File: config.mk
export PLATFORM = sky130hd
export DESIGN_NAME = operand_bypass_rf
export DESIGN_NICKNAME = d
export VERILOG_FILES = /design/src/rtl/operand_bypass_rf.sv
export SDC_FILE = /design/constraint.sdc
export NUM_CORES = 2
export LEC_CHECK = 0
export BUFFER_PORTS_ARGS = -buffer_cell sky130_fd_sc_hd__buf_2
export CAP_MARGIN = 20
export CORE_UTILIZATION = 63
export CTS_CLUSTER_DIAMETER = 40
export DETAILED_ROUTE_END_ITERATION = 8
export PLACE_DENSITY_LB_ADDON = 0.12
export SYNTH_ARGS = -nofsm -noshare
export SYNTH_HDL_FRONTEND = slang
export SYNTH_SLANG_ARGS = --single-unit
export TNS_END_PERCENT = 5
File: constraint.sdc
create_clock -name clk_i -period 4.4 [get_ports clk_i]
set_input_delay 1.1 -clock clk_i [delete_from_list [all_inputs] [get_ports clk_i]]
set_output_delay 1.1 -clock clk_i [all_outputs]
set_load 0.02 [all_outputs]
File: src/rtl/operand_bypass_rf.sv
// Register file plus operand-resolution stage: forwards the youngest in-flight value, stalls on
// unproduced data and holds operands for EX in a valid/ready slot. Option: OPERAND_BYPASS_STALL_COUNT_EN.
module operand_bypass_rf #(
    parameter int XLEN    = 32,
    parameter int NREG    = 32,
    parameter int NUM_RD  = 2,
    parameter int NUM_FWD = 3,
    localparam int AW     = $clog2(NREG),
    localparam int FW     = (NUM_FWD > 0) ? NUM_FWD : 1
) (
    input  logic                   clk_i,
    input  logic                   reset_i,
    input  logic                   req_valid_i,
    output logic                   req_ready_o,
    input  logic [NUM_RD*AW-1:0]   req_addr_i,
    input  logic [FW-1:0]          fwd_en_i,
    input  logic [FW-1:0]          fwd_valid_i,
    input  logic [FW*AW-1:0]       fwd_addr_i,
    input  logic [FW*XLEN-1:0]     fwd_data_i,
    input  logic                   wb_en_i,
    input  logic [AW-1:0]          wb_addr_i,
    input  logic [XLEN-1:0]        wb_data_i,
    output logic                   rsp_valid_o,
    input  logic                   rsp_ready_i,
    output logic [NUM_RD*XLEN-1:0] rsp_data_o,
    output logic                   stall_o,
    output logic [31:0]            stall_count_o
);

    logic [XLEN-1:0]        rf [NREG];
    logic [NUM_RD*XLEN-1:0] resolved;
    logic [NUM_RD-1:0]      port_hazard;
    logic                   hazard;
    logic                   slot_free;
    logic                   accept;
    logic                   rsp_valid_q;
    logic [NUM_RD*XLEN-1:0] rsp_data_q;

    // Architectural state; register 0 is never written so it stays at its reset value.
    always_ff @(posedge clk_i or negedge reset_i) begin
        if (!reset_i) begin
            // NOTE: the whole register file is reset, so it maps to flops rather than a RAM macro.
            for (int r = 0; r < NREG; r++) begin
                rf[r] <= '0;
            end
        end else if (wb_en_i && wb_addr_i != '0) begin
            rf[wb_addr_i] <= wb_data_i;
        end
    end

    for (genvar k = 0; k < NUM_RD; k++) begin : g_port
        logic [AW-1:0]   addr;
        logic [XLEN-1:0] data;
        logic            haz;
        logic            hit;

        assign addr = req_addr_i[k*AW +: AW];

        // The first matching bypass slot owns the register: if its data is not ready we stall
        // rather than fall through to an older, stale producer.
        always_comb begin
            // NOTE: every variable gets a default before any branch, so no latch is inferred.
            data = '0;
            haz  = 1'b0;
            hit  = (addr == '0);
            for (int j = 0; j < NUM_FWD; j++) begin
                if (!hit && fwd_en_i[j] && fwd_addr_i[j*AW +: AW] == addr) begin
                    hit = 1'b1;
                    if (fwd_valid_i[j]) begin
                        data = fwd_data_i[j*XLEN +: XLEN];
                    end else begin
                        haz = 1'b1;
                    end
                end
            end
            if (!hit) begin
                if (wb_en_i && wb_addr_i == addr) begin
                    data = wb_data_i;
                end else begin
                    data = rf[addr];
                end
            end
        end

        assign resolved[k*XLEN +: XLEN] = data;
        assign port_hazard[k]           = haz;
    end

    if (NUM_FWD == 0) begin : g_no_fwd
        logic unused_fwd;
        assign unused_fwd = ^{fwd_en_i, fwd_valid_i, fwd_addr_i, fwd_data_i};
    end

    assign hazard      = |port_hazard;
    assign slot_free   = !rsp_valid_q || rsp_ready_i;
    assign req_ready_o = slot_free && !hazard;
    assign accept      = req_valid_i && req_ready_o;
    assign stall_o     = req_valid_i && hazard;

    // Output slot: EMPTY/FULL is carried by rsp_valid_q itself.
    always_ff @(posedge clk_i or negedge reset_i) begin
        if (!reset_i) begin
            rsp_valid_q <= 1'b0;
            rsp_data_q  <= '0;
        end else if (accept) begin
            // NOTE: state registers use non-blocking assignments so all flops update together.
            rsp_valid_q <= 1'b1;
            rsp_data_q  <= resolved;
        end else if (rsp_ready_i) begin
            rsp_valid_q <= 1'b0;
        end
    end

    assign rsp_valid_o = rsp_valid_q;
    assign rsp_data_o  = rsp_data_q;

`ifdef OPERAND_BYPASS_STALL_COUNT_EN
    logic [31:0] stall_cnt_q;

    always_ff @(posedge clk_i or negedge reset_i) begin
        if (!reset_i) begin
            stall_cnt_q <= '0;
        end else if (stall_o && stall_cnt_q != 32'hFFFF_FFFF) begin
            stall_cnt_q <= stall_cnt_q + 32'd1;
        end
    end

    assign stall_count_o = stall_cnt_q;
`else
    assign stall_count_o = 32'd0;
`endif

endmodule
; Word level (Yosys, flattened, before mapping)
; Cells that the tools add are included.
[op_classes]
magnitude_cmp = 4
n_eq_ne = 8
n_mux = 43
bitwise_logic = 3
n_reduce_logical = 33
[op_table]
columns = op, n
row1 = $bwmux 1024, 1
row2 = $mux 32, 20
row3 = $bmux 32 s5, 2
row4 = $demux 32 s5, 1
row5 = $eq 5x5->1, 8
row6 = $logic_and 1x1->1, 19
row7 = $mux 1, 19
row8 = $ge 6x6->1 const B, 3
row9 = $not 5->6, 3
row10 = $logic_not 5->1, 2
row11 = $logic_not 1->1, 8
row12 = $lt 6x1->1 const B, 1
row13 = $reduce_bool 5->1, 1
row14 = $reduce_bool 2->1, 1
row15 = $reduce_or 2->1, 1
row16 = $logic_or 1x1->1, 1
[totals]
regBits = 1089
inputBits = 169
output_inout_bits = 99
wordCells = 125

; Longest topological paths before layout
[depth]
ltp_word = 18
depth_mapped = 12
ltp_nobuf = 7

; Worst setup path after synthesis
; Ideal clock, no wire load.
[synth_path]
path_type = input to output
from = input req_addr_i[4]
to = output req_ready_o
t_arrival_ps = 3383
t_required_ps = 3300
setup_slack_ps = -83
cell_stages = 10
path_buffers = 4
cell_sequence = buf_2 -> xor2_1 -> nor4_1 -> a22o_2 -> nand2b_1 -> buf_2 -> o32ai_4 -> buf_4 -> clkbuf_1 -> nor4b_1
[synth_between]
elab_chain_cells = 16
word_cells_on_any_way = 23
cone_classes = eq/ne: 3 / mux: 7 / reduce/logical: 13
[synth_rtl]
columns = item, line_no
row1 = start: declaration, 15  ; input logic [NUM_RD*AW-1:0] req_addr_i,
row2 = $logic_not 5->1, 65  ; hit = (addr == '0);
row3 = $logic_not 1->1, 67  ; if (!hit && fwd_en_i[j] && fwd_addr_i[j*AW +: AW] == addr) begin
row4 = $logic_and 1x1->1 (2 in a row), 67
row5 = $mux 1, 67
row6 = $logic_not 1->1, 67
row7 = $logic_and 1x1->1 (2 in a row), 67
row8 = $mux 1, 67
row9 = $logic_not 1->1, 67
row10 = $logic_and 1x1->1 (2 in a row), 67
row11 = $mux 1 (*), 67
row12 = $reduce_or 2->1 (*), 94  ; assign hazard = |port_hazard;
row13 = $logic_not 1->1 (*), 96  ; assign req_ready_o = slot_free && !hazard;
row14 = $logic_and 1x1->1 (*), 96
row15 = end: declaration, 14  ; output logic req_ready_o,
; Every way passes the cells marked *; elsewhere a longest branch is shown, timed or not.

; Worst setup path in the final report
[layout_path]
from = input req_addr_i[3]
to = output stall_o
[layout_between]
elab_chain_cells = 15
word_cells_on_any_way = 22
cone_classes = eq/ne: 3 / mux: 7 / reduce/logical: 12
[layout_rtl]
columns = item, line_no
row1 = $logic_not 5->1, 65
row2 = $logic_not 1->1, 67
row3 = $logic_and 1x1->1 (2 in a row), 67
row4 = $mux 1, 67
row5 = $logic_not 1->1, 67
row6 = $logic_and 1x1->1 (2 in a row), 67
row7 = $mux 1, 67
row8 = $logic_not 1->1, 67
row9 = $logic_and 1x1->1 (2 in a row), 67
row10 = $mux 1 (*), 67
row11 = $reduce_or 2->1 (*), 94
row12 = $logic_and 1x1->1 (*), 98  ; assign stall_o = req_valid_i && hazard;
row13 = end: declaration, 26  ; output logic stall_o,
; Marks and branches as above.

==> metrics <==
run status finished, final reports clean; Setup TNS 0 ns; post_cts resized 0; Final Hold Viols 0; Setup Fix Bufs, Post-CTS 0; Clock Tree Root clkbuf_16; detailed-route DRC error count 0; Worst-Margin Slew 1.02 ns; initial antenna violation count 30; routed len/inst 36.3 um; Core Box Area 94,900 sq um; Slew Viols, Final 0; critical path class input pin to primary output; synth unique cells 79; DP Wirelength 142 mm; Bufs and invs on worst path 2; Iteration-0 DRC Markers 6,347; GRT overflow 0; Final Core Density 72.6%; row count 113; RSZ-0062 raised after global routing false; Fmax 246 MHz; pre-CTS setup slack 0.105 ns; final setup fails 0; Pleak 30.3 nW; post-route cell area 68,900 sq um; I/O pins 268; critical path startpoint category input pin; Yosys warning count 0; TritonCTS buffer count 150; top cells by area, synth dfrtp_1 (45%), mux2_2 (19%), mux4_2 (15%); Mapped Cells 4,479; count leader, synth dfrtp_1; Die Y 311 um; CTS Buffer Depth 3; die area 96,800 sq um; GR Util All Layers 45.6%; Cell Count, Final, Fillers Out 6,049; ys flop type dfrtp_1; Seq/Total Area, Yosys 45.3%; WHS 0.394 ns; vias per cell 7.48; crit path max fanout 10; cell-internal power 23.5 mW; r2r endpoint rsp_data_o[39]$_DFFE_PN0P_; Crit. Startpoint req_addr_i[3]; kind of cell adding the most delay to the critical path simple AND/OR/NAND/NOR gates; Placed Cells 5,741; critical path depth 8; Initial Utilization 63.4%; Yosys top cell by area dfrtp_1; worst reg-to-reg setup slack 1.48 ns; relative slew slack 30.4%; first-pass GRT wire length 317 mm; #FFs+latches synth 1,089; Syn Area/Cell 13.4 sq um; Clock power frac 38.7%; most used cell, CP buf_2; largest net degree at the start of global routing 80; share of the synthesized area in the top cell type 45.3%; switch share 29.4%; Final ANT Viol Nets 0; asr flop ratio synth 100%; Data required, critical path 3.30 ns; NumNets Final 4,797; clock sink count 1,089; number of global-route vias before repair 44,400; Power, Total 33.3 mW; Reg2Reg Depth 7; R2R Path Start rf[519]$_DFFE_PN0P_; number of synthesized flops with an enable pin 0; net switching power 9.79 mW; CTS tree done; 1st-pass router iterations 6; max cap viols 0; worst skew pair latency 0.80 ns; power share of the combinational group 20.7%; Synth top cells by count dfrtp_1 (1,089), mux2_2 (1,014), mux4_2 (398); clock slew at reported path FFs 0.06 ns; gpl congestion 1.00; Peak VDD IR 0.000430 V; CTS Hold Bufs 0; vias after detailed routing 45,300; Layout area overhead 14.4%; drt total wl 219 mm; Arrival @ worst endpoint 2.96 ns; Final period util 92.2%; Critical Path Sink stall_o; dpl cell area 63,500 sq um; Setup crit end kind primary output; CP max-delay cell or3_1; Die X 311 um; Largest stage delay, worst path 0.43 ns; final worst slack 0.342 ns; layout cell share with drive strength beyond 1 47.2%; clk_skew 0.0342 ns; critical path cell sequence buf_2, xnor2_1, nand2_1, or3_1, or2_2, a21oi_1, o31a_1, buf_2; IO Port Bufs 235; part of the power in registers 40.7%; pwr dens 483 nW/um^2; Mapped Area 60,200 sq um; Hold Crit Class input pin to async pin; fin crit period 4.06 ns; # H-tree levels 4
==> logic make-up after synthesis <==
family | share of synthesized area (%)
AND/OR/NAND/NOR | 3.87
other | 0.00623
multiplexers | 38.6
AO/OA/AOI/OAI | 7.49
XOR/XNOR | 0.607
buffers and inverters | 4.12
flip-flops | 45.3
==> sequential cells by signal, summed over array words and instances, names as in the netlist <==
register	cells
rsp_valid_o	1
rf	1024
rsp_data_o	64
==> per-layer routing <==
metal	wire (um)	GRT usage [%]
met5	80	0
met4	16500	30.5
met3	28300	15.8
met2	95500	64.6
met1	79000	59.5
==> worst min path at each step <==
stage | startpoint | to | slack, ns
after floorplan | rf[1003]$_DFFE_PN0P_ | rf[1003]$_DFFE_PN0P_ | 0.44
after global placement | rf[1022]$_DFFE_PN0P_ | rf[1022]$_DFFE_PN0P_ | 0.38
after detailed placement | rf[1007]$_DFFE_PN0P_ | rf[1007]$_DFFE_PN0P_ | 0.38
after CTS | rf[1007]$_DFFE_PN0P_ | rf[1007]$_DFFE_PN0P_ | 0.40
after global routing | rf[998]$_DFFE_PN0P_ | rf[998]$_DFFE_PN0P_ | 0.41
final | reset_i | rf[923]$_DFFE_PN0P_ | 0.39
==> area by class of cell <==
type,count,area [sq um]
Fill cell,6369,26000
Tap cell,1265,1580
Inverter,7,26.3
Clock buffer,184,4080
Clock inverter,97,1280
Antenna cell,27,67.6
Multi-Input combinational cell,2893,30800
Sequential cell,1089,27300
Timing Repair Buffer,487,3760
==> power by group through the flow <==
stage	clock network, mW	registers, mW	logic (mW)
finish	12.9	13.5	6.87
global route	13.3	13.7	7.21
global placement	0	13.4	6.56
detailed placement	0	13.6	6.70
CTS	12.9	13.4	6.76
floorplan	0	13.2	4.61
==> placed cells by master, fill, tap and decap left out, types with 12 or more instances in the layout <==
cell,n
mux2_2,1014
buf_4,202
o211ai_1,18
nand2_1,157
nand2b_1,13
nand4_1,28
buf_12,51
o22ai_1,49
xnor2_1,30
clkinvlp_4,21
clkbuf_1,15
nor2_4,22
nor2_1,73
a22o_1,12
bufinv_16,20
a32oi_1,20
o21ai_0,88
diode_2,27
a22oi_1,152
clkinv_4,16
a211oi_1,41
mux2i_1,278
clkbuf_8,18
conb_1,32
nand3_1,76
clkinv_2,20
and3_1,12
buf_2,228
and2_1,12
nand2_2,15
clkbuf_16,151
a221oi_1,37
nor3_1,15
mux4_2,398
o31ai_1,35
o221ai_1,15
a21oi_1,85
dfrtp_1,1089
Power figures use the tool's default switching activity.
